File: src/rtl/alu_defs.sv
// Shared definitions for the serial ALU: operation codes, FSM state
// encoding and the default operand width.
package alu_defs;

  localparam int unsigned DEFAULT_WIDTH = 16;

  typedef enum logic [1:0] {
    OP_AND = 2'b00,
    OP_OR  = 2'b01,
    OP_ADD = 2'b10,
    OP_XOR = 2'b11
  } op_e;

  typedef enum logic [1:0] {
    ST_IDLE = 2'b00,
    ST_RUN  = 2'b01,
    ST_DONE = 2'b10
  } state_e;

endpackage : alu_defs

File: src/rtl/alu_bit_slice.sv
// One-bit ALU slice: AND / OR / full-add / XOR of a single bit pair.
// Ports:
//   a, b   - operand bits (b already conditioned by BInvert)
//   cin    - carry in (only meaningful for OP_ADD)
//   op     - operation select
//   result - logic or sum bit
//   cout   - carry out (0 for logic operations)
module alu_bit_slice
  import alu_defs::*;
(
  input  logic a,
  input  logic b,
  input  logic cin,
  input  op_e  op,
  output logic result,
  output logic cout
);

  always_comb begin
    result = 1'b0;
    cout   = 1'b0;
    case (op)
      OP_AND: result = a & b;
      OP_OR:  result = a | b;
      OP_ADD: begin
        result = a ^ b ^ cin;
        cout   = (a & b) | (a & cin) | (b & cin);
      end
      OP_XOR: result = a ^ b;
      default: begin
        result = 1'b0;
        cout   = 1'b0;
      end
    endcase
  end

endmodule : alu_bit_slice

File: src/rtl/serial_alu_16bit.sv
// Bit-serial ALU: latches operands on Start, processes one bit per clock
// LSB first through a single alu_bit_slice, then pulses Done for one cycle.
// Ports:
//   Clock, Reset_n     - clock, asynchronous active-low reset
//   Start              - begin an operation (sampled only in IDLE)
//   A, B               - operands
//   BInvert            - invert B and seed carry with 1 (subtract)
//   Operation          - 00 AND, 01 OR, 10 ADD/SUB, 11 XOR
//   Busy               - high while bits are processed
//   Done               - one-cycle pulse, result and flags valid
//   Result             - registered result
//   COUT, Zero, Overflow - flags (COUT/Overflow only for ADD/SUB)
module serial_alu_16bit
  import alu_defs::*;
#(
  parameter int unsigned WIDTH = DEFAULT_WIDTH
) (
  input  logic             Clock,
  input  logic             Reset_n,
  input  logic             Start,
  input  logic [WIDTH-1:0] A,
  input  logic [WIDTH-1:0] B,
  input  logic             BInvert,
  input  logic [1:0]       Operation,
  output logic             Busy,
  output logic             Done,
  output logic [WIDTH-1:0] Result,
  output logic             COUT,
  output logic             Zero,
  output logic             Overflow
);

  localparam int unsigned CNT_W = (WIDTH > 1) ? $clog2(WIDTH) : 1;
  localparam logic [CNT_W-1:0] LAST_BIT = CNT_W'(WIDTH - 1);

  state_e           state_q;
  logic [WIDTH-1:0] a_q;
  logic [WIDTH-1:0] b_q;
  logic             binv_q;
  op_e              op_q;
  logic [CNT_W-1:0] cnt_q;
  logic             carry_q;
  logic [WIDTH-1:0] result_q;
  logic [WIDTH-1:0] result_d;
  logic             cout_q;
  logic             zero_q;
  logic             ovf_q;
  logic             busy_q;
  logic             done_q;

  logic slice_res;
  logic slice_cout;
  logic is_add;

  alu_bit_slice u_slice (
    .a      (a_q[cnt_q]),
    .b      (b_q[cnt_q] ^ binv_q),
    .cin    (carry_q),
    .op     (op_q),
    .result (slice_res),
    .cout   (slice_cout)
  );

  assign is_add = (op_q == OP_ADD);

  // Result with the current bit merged in, so Zero sees the final MSB.
  always_comb begin
    result_d        = result_q;
    result_d[cnt_q] = slice_res;
  end

  // FSM, bit counter, carry chain and result/flag registers.
  always_ff @(posedge Clock or negedge Reset_n) begin
    if (!Reset_n) begin
      state_q  <= ST_IDLE;
      a_q      <= '0;
      b_q      <= '0;
      binv_q   <= 1'b0;
      op_q     <= OP_AND;
      cnt_q    <= '0;
      carry_q  <= 1'b0;
      result_q <= '0;
      cout_q   <= 1'b0;
      zero_q   <= 1'b1;
      ovf_q    <= 1'b0;
      busy_q   <= 1'b0;
      done_q   <= 1'b0;
    end else begin
      case (state_q)
        ST_IDLE: begin
          if (Start) begin
            a_q     <= A;
            b_q     <= B;
            binv_q  <= BInvert;
            op_q    <= op_e'(Operation);
            cnt_q   <= '0;
            carry_q <= BInvert;
            busy_q  <= 1'b1;
            state_q <= ST_RUN;
          end
        end
        ST_RUN: begin
          result_q <= result_d;
          carry_q  <= slice_cout;
          if (cnt_q == LAST_BIT) begin
            // carry_q is the carry into the MSB at this point.
            zero_q  <= (result_d == '0);
            cout_q  <= is_add & slice_cout;
            ovf_q   <= is_add & (carry_q ^ slice_cout);
            busy_q  <= 1'b0;
            done_q  <= 1'b1;
            state_q <= ST_DONE;
          end else begin
            cnt_q <= cnt_q + CNT_W'(1);
          end
        end
        ST_DONE: begin
          done_q  <= 1'b0;
          state_q <= ST_IDLE;
        end
        default: begin
          busy_q  <= 1'b0;
          done_q  <= 1'b0;
          state_q <= ST_IDLE;
        end
      endcase
    end
  end

  assign Busy     = busy_q;
  assign Done     = done_q;
  assign Result   = result_q;
  assign COUT     = cout_q;
  assign Zero     = zero_q;
  assign Overflow = ovf_q;

endmodule : serial_alu_16bit

File: config.mk
export PLATFORM = sky130hd
export DESIGN_NAME = serial_alu_16bit
export DESIGN_NICKNAME = d
export VERILOG_FILES = /design/src/rtl/alu_defs.sv /design/src/rtl/alu_bit_slice.sv /design/src/rtl/serial_alu_16bit.sv
export SDC_FILE = /design/constraint.sdc
export NUM_CORES = 1
export LEC_CHECK = 0
export ABC_AREA = 0
export CAP_MARGIN = 20
export CORE_MARGIN = 2
export CORE_UTILIZATION = 50
export CTS_CLUSTER_SIZE = 30
export DETAILED_ROUTE_END_ITERATION = 7
export PLACE_DENSITY = 0.83
export SLEW_MARGIN = 20
export SYNTH_ARGS = -nofsm -noshare
export SYNTH_HDL_FRONTEND = slang
export SYNTH_SLANG_ARGS = --single-unit
export TNS_END_PERCENT = 50
File: constraint.sdc
create_clock -name Clock -period 5.1 [get_ports Clock]
set_clock_uncertainty 0.2 [all_clocks]
set_input_delay 1.02 -clock Clock [delete_from_list [all_inputs] [get_ports Clock]]
set_output_delay 1.02 -clock Clock [all_outputs]
set_load 0.005 [all_outputs]
==> impl_metrics.py, run 1 <==
metrics = {
    "finish": {
        "drive_above_1_share_pct": 25.6,
        "final_nets": 352,
        "syn2layout_area_growth_pct": 28.2,
        "most-common-layout-cells": "dfrtp_1 (62), clkdlybuf4s50_1 (57), mux2_2 (51)",
        "antenna-diode-count": 0,
        "final_common_cell": "dfrtp_1",
    },
    "clock_tree": {
        "cts_resized": 0,
        "clockRootBuffer": "clkbuf_8",
        "cts.htree.levels": 3,
        "worstSkewPairLatency_ps": 330,
        "cts_tree": "done",
        "max-clock-path-buffers": 2,
        "clk_pin_slew_worst_paths_ps": 70,
        "cts_buffers": 9,
        "cts_hold_buf": 0,
        "clock-sinks": 63,
        "cts_setup_buffers": 0,
    },
    "worst_setup_path": {
        "max_stage_delay_ps": 710,
        "crit_type": "reg2reg",
        "critPathCaptureType": "flip-flop",
        "crit_chain": "mux4_1 > nand2_1 > a21oi_1 > a21oi_2 > xor2_1 > fa_1 > inv_1 > mux4_2 > nor4b_2 > a311oi_1 > o31ai_1",
        "worst_r2r_startpoint": "cnt_q[0]$_DFFE_PN0P_",
        "cpLargestDelayFamily": "multiplexers",
        "crit_buf_inv": 1,
        "cp_max_fo": 19,
        "cp-start-kind": "flip-flop",
        "r2r_slack_ps": 1130,
        "rr_worst_depth": 11,
        "regToRegEndpoint": "Zero$_DFFE_PN1P_",
        "cp.arrival_ps": 4020,
        "crit_required_ps": 5150,
        "slowest_stage": "dfrtp_1",
    },
    "hold_path": {
        "holdCritPathClass": "reg2reg",
        "hp-start": "Zero$_DFFE_PN1P_",
        "worstHoldEndpoint": "Zero$_DFFE_PN1P_",
        "hold_path_depth": 2,
    },
    "sta": {
        "fmax_mhz": 252,
        "worstMarginPinSlew_ps": 863,
        "post-route-period-util_pct": 77.8,
        "tns_ps": 0,
        "drv_slew": 0,
        "hold_violations": 0,
        "max_slew_margin_pct": 42.3,
        "rsz0062_at_grt": "no",
        "setup_viol": 0,
        "fin_crit_ps": 3970,
        "hold_slack_ps": 281,
    },
    "global_routing": {
        "overflow": 0,
        "grt_pass1_wl_mm": 10.1,
        "grt_pass1_vias": 2194,
        "antenna_found_initial": 0,
        "grt.total_usage_pct": 20.2,
        "grt_max_degree": 64,
    },
    "yosys": {
        "seq_area_frac_synth_pct": 51.0,
        "synth_edf_count": 0,
        "ys_warn_count": 0,
        "synth_top_flop_cell": "dfrtp_1",
        "synth_nets": 290,
        "synth_seq_cells": 63,
        "syn_area_um2": 3090,
        "syn_inst": 245,
        "yosysUniqueCellTypes": 41,
        "synth-async-reset-ratio_pct": 100,
        "syn_avg_cell_area_um2": 12.6,
    },
    "outcome": {
        "outcome": "finished, final reports clean",
    },
    "placement": {
        "routabilityCongestion": 0.866,
        "dp_hpwl_mm": 4.49,
        "io_buffers": 58,
    },
    "floorplanning": {
        "die_y_um": 82.7,
        "num_rows": 28,
        "start_util_pct": 52.0,
        "core_um2": 5960,
        "ioPinCount": 59,
        "die_area_um2": 6830,
        "die_width_um": 82.7,
    },
    "drt": {
        "first_pass_iters": 4,
        "routedWlPerCell_um": 16.0,
        "antenna_left": 0,
        "totalWireLength_mm": 6.20,
        "avgViaCountPerCell": 5.69,
        "dr.first_iter.drc_count": 114,
        "drc": 0,
        "vias": 2202,
    },
    "power_and_ir_drop": {
        "power_w": 0.00276,
        "p_leak_nw": 1.67,
        "power_density_nw_per_um2": 696,
        "ir_worst_vdd_mv": 0.359,
    },
    "job": {
        "drv_cap": 0,
    },
}
## registers in the layout, indices dropped and copies added, names as in the netlist
| register | flops |
|---|---|
| Done | 1 |
| COUT | 1 |
| carry_q | 1 |
| cnt_q | 4 |
| op_q | 2 |
| state_q | 2 |
| binv_q | 1 |
| Zero | 1 |
| Busy | 1 |
| Overflow | 1 |
| b_q | 16 |
| a_q | 16 |
| Result | 16 |
## layer usage
metal | track usage (%) | part of all wire (%)
met5 | 0 | 0
met4 | 11.0 | 3.0
met3 | 3.91 | 5.8
met1 | 24.9 | 42
met2 | 33.6 | 49
## through the flow
| step | std cells | setup WS [ps] | cell area [µm²] | utilization (%) |
|---|---|---|---|---|
| floorplan | 245 | 1680 | 3090 | - |
| global placement | 371 | 1310 | 3740 | 62.8 |
| detailed placement | 371 | 1190 | 3740 | 62.8 |
| CTS | 387 | 1120 | 3970 | 66.6 |
| global route | 387 | 857 | 3970 | 66.6 |
| finish | 387 | 1130 | 3970 | 66.6 |
## power breakdown
group          internal, W  leakage [nW]  switching [W]  total, W
Clock             0.000302         0.114       0.000182  0.000483
Sequential        0.000749         0.757       0.000236  0.000985
Combinational     0.000722         0.804       0.000569   0.00129
Total              0.00177          1.67       0.000987   0.00276
## kinds of logic (layout without fill, tap and decap cells)
group	after synthesis	after routing	synth area share, %
flip-flops	63	63	51.0
multiplexers	62	62	26.9
AND/OR/NAND/NOR	57	57	8.45
AO/OA/AOI/OAI	30	30	6.59
buffers and inverters	23	90	3.15
adder cells (fa/ha/maj)	7	7	3.07
XOR/XNOR	3	3	0.849
## tightest hold or removal path: stages, from the launching register on
cell and delay (ps):
dfstp_2 370, nand2_1 50, o31ai_1 60
## how the worst max path moves through the flow
| stage | start | endpoint | slack [ps] | cells past startpoint |
|---|---|---|---|---|
| after detailed placement | cnt_q[0]$_DFFE_PN0P_ | Zero$_DFFE_PN1P_ | 1190 | 11 |
| after floorplan | cnt_q[0]$_DFFE_PN0P_ | Zero$_DFFE_PN1P_ | 1680 | 12 |
| final | cnt_q[0]$_DFFE_PN0P_ | Zero$_DFFE_PN1P_ | 1130 | 11 |
| after CTS | cnt_q[0]$_DFFE_PN0P_ | Zero$_DFFE_PN1P_ | 1120 | 11 |
| after global placement | cnt_q[0]$_DFFE_PN0P_ | Zero$_DFFE_PN1P_ | 1310 | 11 |
| after global routing | cnt_q[0]$_DFFE_PN0P_ | Zero$_DFFE_PN1P_ | 860 | 11 |
## cells in the mapped netlist (2+ instances only)
master,instances,share of area [%]
nor3_1,2,0.32
inv_1,11,1.3
o21ai_0,5,0.81
xor2_1,2,0.57
clkbuf_1,6,0.73
mux4_2,4,2.9
buf_2,3,0.49
dfrtp_1,62,50
mux4_1,6,5.1
o22ai_1,4,0.81
a22o_1,2,0.57
nand2_1,20,2.4
o31ai_1,2,0.49
nor3b_1,2,0.49
nand3_1,4,0.65
ha_1,6,2.4
a21oi_1,6,0.97
inv_2,2,0.24
nor2_1,20,2.4
a211oi_1,2,0.49
nand2b_1,3,0.61
mux2_2,51,19
nand4_1,2,0.40
## layout make-up
cell class	instances	area [µm²]
Tap cell	75	93.8
Fill cell	459	1990
Multi-Input combinational cell	159	1420
Inverter	13	48.8
Clock buffer	13	159
Sequential cell	63	1580
Timing Repair Buffer	61	598
Clock inverter	3	65.1
Power figures use the tool's default switching activity.
==> run 2: changes to the inputs <==
==> constraint.sdc (replaced) <==
create_clock -name Clock -period 3.76 [get_ports Clock]
set_clock_uncertainty 0.2 [all_clocks]
set_input_delay 0.752 -clock Clock [delete_from_list [all_inputs] [get_ports Clock]]
set_output_delay 0.752 -clock Clock [all_outputs]
set_load 0.005 [all_outputs]
==> run 2 against run 1 <==
Maximum frequency increased by 11%; core utilization about the same; clock-buffer cell count unchanged; largest cell class unchanged.
==> impl_metrics.py, run 2 (same netlist as run 1, synthesis figures left out) <==
metrics = {
    "clock_tree": {
        "clock-sinks": 63,
        "cts_setup_buffers": 0,
        "cts_resized": 0,
        "worstSkewPairLatency_ps": 350,
        "max-clock-path-buffers": 2,
        "cts_tree": "done",
        "cts_hold_buf": 0,
        "clockRootBuffer": "clkbuf_8",
        "clk_pin_slew_worst_paths_ps": 70,
        "cts_buffers": 9,
        "cts.htree.levels": 3,
    },
    "worst_setup_path": {
        "worst_r2r_startpoint": "cnt_q[0]$_DFFE_PN0P_",
        "cp-start-kind": "flip-flop",
        "r2r_slack_ps": 180,
        "rr_worst_depth": 11,
        "cp.arrival_ps": 3640,
        "crit_type": "reg2reg",
        "critPathLaunch": "cnt_q[0]$_DFFE_PN0P_",
        "critPathCaptureType": "flip-flop",
        "cp_max_fo": 11,
        "crit_required_ps": 3820,
        "crit_path_end": "Zero$_DFFE_PN1P_",
        "regToRegEndpoint": "Zero$_DFFE_PN1P_",
    },
    "floorplanning": {
        "num_rows": 28,
        "core_um2": 5960,
        "die_y_um": 82.7,
        "ioPinCount": 59,
        "start_util_pct": 52.0,
        "die_area_um2": 6830,
        "die_width_um": 82.7,
    },
    "sta": {
        "fin_crit_ps": 3580,
        "rsz0062_at_grt": "no",
        "drv_slew": 0,
        "tns_ps": 0,
        "setup_viol": 0,
        "fmax_mhz": 279,
        "hold_violations": 0,
        "worstMarginPinSlew_ps": 714,
        "post-route-period-util_pct": 95.2,
        "max_slew_margin_pct": 52.4,
    },
    "finish": {
        "fin_area_um2": 3970,
        "final_common_cell": "dfrtp_1",
        "final_cells": 389,
        "drive_above_1_share_pct": 26.8,
        "syn2layout_area_growth_pct": 28.2,
        "seq_area_um2": 1580,
        "final_nets": 354,
        "num-fill-cells": 458,
        "antenna-diode-count": 0,
        "most-common-layout-cells": "dfrtp_1 (61), clkdlybuf4s50_1 (57), mux2_2 (51)",
        "multi_input_area_um2": 1420,
    },
    "drt": {
        "vias": 2189,
        "avgViaCountPerCell": 5.63,
        "totalWireLength_mm": 6.45,
        "first_pass_iters": 4,
        "drc": 0,
        "routedWlPerCell_um": 16.6,
        "antenna_left": 0,
        "dr.first_iter.drc_count": 97,
    },
    "global_routing": {
        "grt_max_degree": 40,
        "grt_pass1_vias": 2235,
        "antenna_found_initial": 0,
        "grt_pass1_wl_mm": 10.6,
        "grt.total_usage_pct": 21.4,
        "overflow": 0,
    },
    "job": {
        "drv_cap": 0,
    },
    "placement": {
        "io_buffers": 58,
        "routabilityCongestion": 0.822,
        "dp_hpwl_mm": 4.69,
        "placed_area_um2": 3760,
        "dp.cells": 373,
    },
    "hold_path": {
        "holdCritPathClass": "in2async",
    },
    "power_and_ir_drop": {
        "power_w": 0.00377,
        "p_leak_nw": 1.68,
        "ir_worst_vdd_mv": 0.459,
        "power_density_nw_per_um2": 949,
    },
    "outcome": {
        "outcome": "finished, final reports clean",
    },
}
-- run 2: changes by cell type in the layout (fill, tap and decap cells not counted), sizes merged --
cell / change
clkinv: +1
bufinv: -1
buf: +2
-- run 2: layout make-up --
type	instances	share of cell area (%)
Clock inverter	3	1.01
Tap cell	75	2.37
Timing Repair Buffer	63	15.5
Sequential cell	63	39.8
Multi-Input combinational cell	159	35.9
Clock buffer	13	4.26
Inverter	13	1.23
-- run 2: per-stage QoR --
step | hold WS [ps] | utilization (%) | setup WS [ps]
5_1_grt | 293 | 66.6 | 22.3
4_1_cts | 279 | 66.6 | 46.4
3_5_place_dp | 269 | 63.1 | 55.8
2_1_floorplan | 256 | - | 340
3_3_place_gp | 260 | 63.1 | 205
6_report | 257 | 66.6 | 180
-- run 2: report_power, final --
part           switching, W  internal, W
clock              0.000259     0.000358
combinational      0.000794      0.00103
sequential         0.000309      0.00102
-- run 2: how the worst min path moves through the flow --
stage / from / slack (ps) / to / depth (start not counted)
floorplan: Reset_n / 260 / Busy$_DFFE_PN0P_ / 0
global placement: Zero$_DFFE_PN1P_ / 260 / Zero$_DFFE_PN1P_ / 2
detailed placement: Zero$_DFFE_PN1P_ / 270 / Zero$_DFFE_PN1P_ / 2
CTS: Reset_n / 280 / Result[11]$_DFFE_PN0P_ / 1
global route: Zero$_DFFE_PN1P_ / 290 / Zero$_DFFE_PN1P_ / 2
finish: Reset_n / 260 / Result[10]$_DFFE_PN0P_ / 1
-- run 2: critical path, cell delays in order, from the launching register on --
cell      delay, ps
dfrtp_2         480
mux4_1          590
nand2_1          80
a21oi_1          70
a21oi_2         180
xor2_1          130
fa_1            500
inv_1            40
mux4_2          580
nor4b_2         300
a311oi_1         80
o31ai_1         270
-- run 2: layer usage --
metal / part of all wire [%] / track usage (%) / up-vias / wire [µm]
met1: 42 / 26.4 / 1079 / 2720
met3: 5.6 / 4.67 / 12 / 361
met5: 0 / 0 / - / 0
li1: - / - / 1020 / -
met2: 50 / 36.0 / 78 / 3230
met4: 2.1 / 10.0 / 0 / 133
==> run 3: changes to the inputs <==
--- a/config.mk
+++ b/config.mk
@@ -12,7 +12,6 @@
 export CTS_CLUSTER_SIZE = 30
 export DETAILED_ROUTE_END_ITERATION = 7
 export PLACE_DENSITY = 0.83
-export SLEW_MARGIN = 20
 export SYNTH_ARGS = -nofsm -noshare
 export SYNTH_HDL_FRONTEND = slang
 export SYNTH_SLANG_ARGS = --single-unit
==> results of run 3 <==
The final DEF is identical to that of run 2; final timing and power are the same.
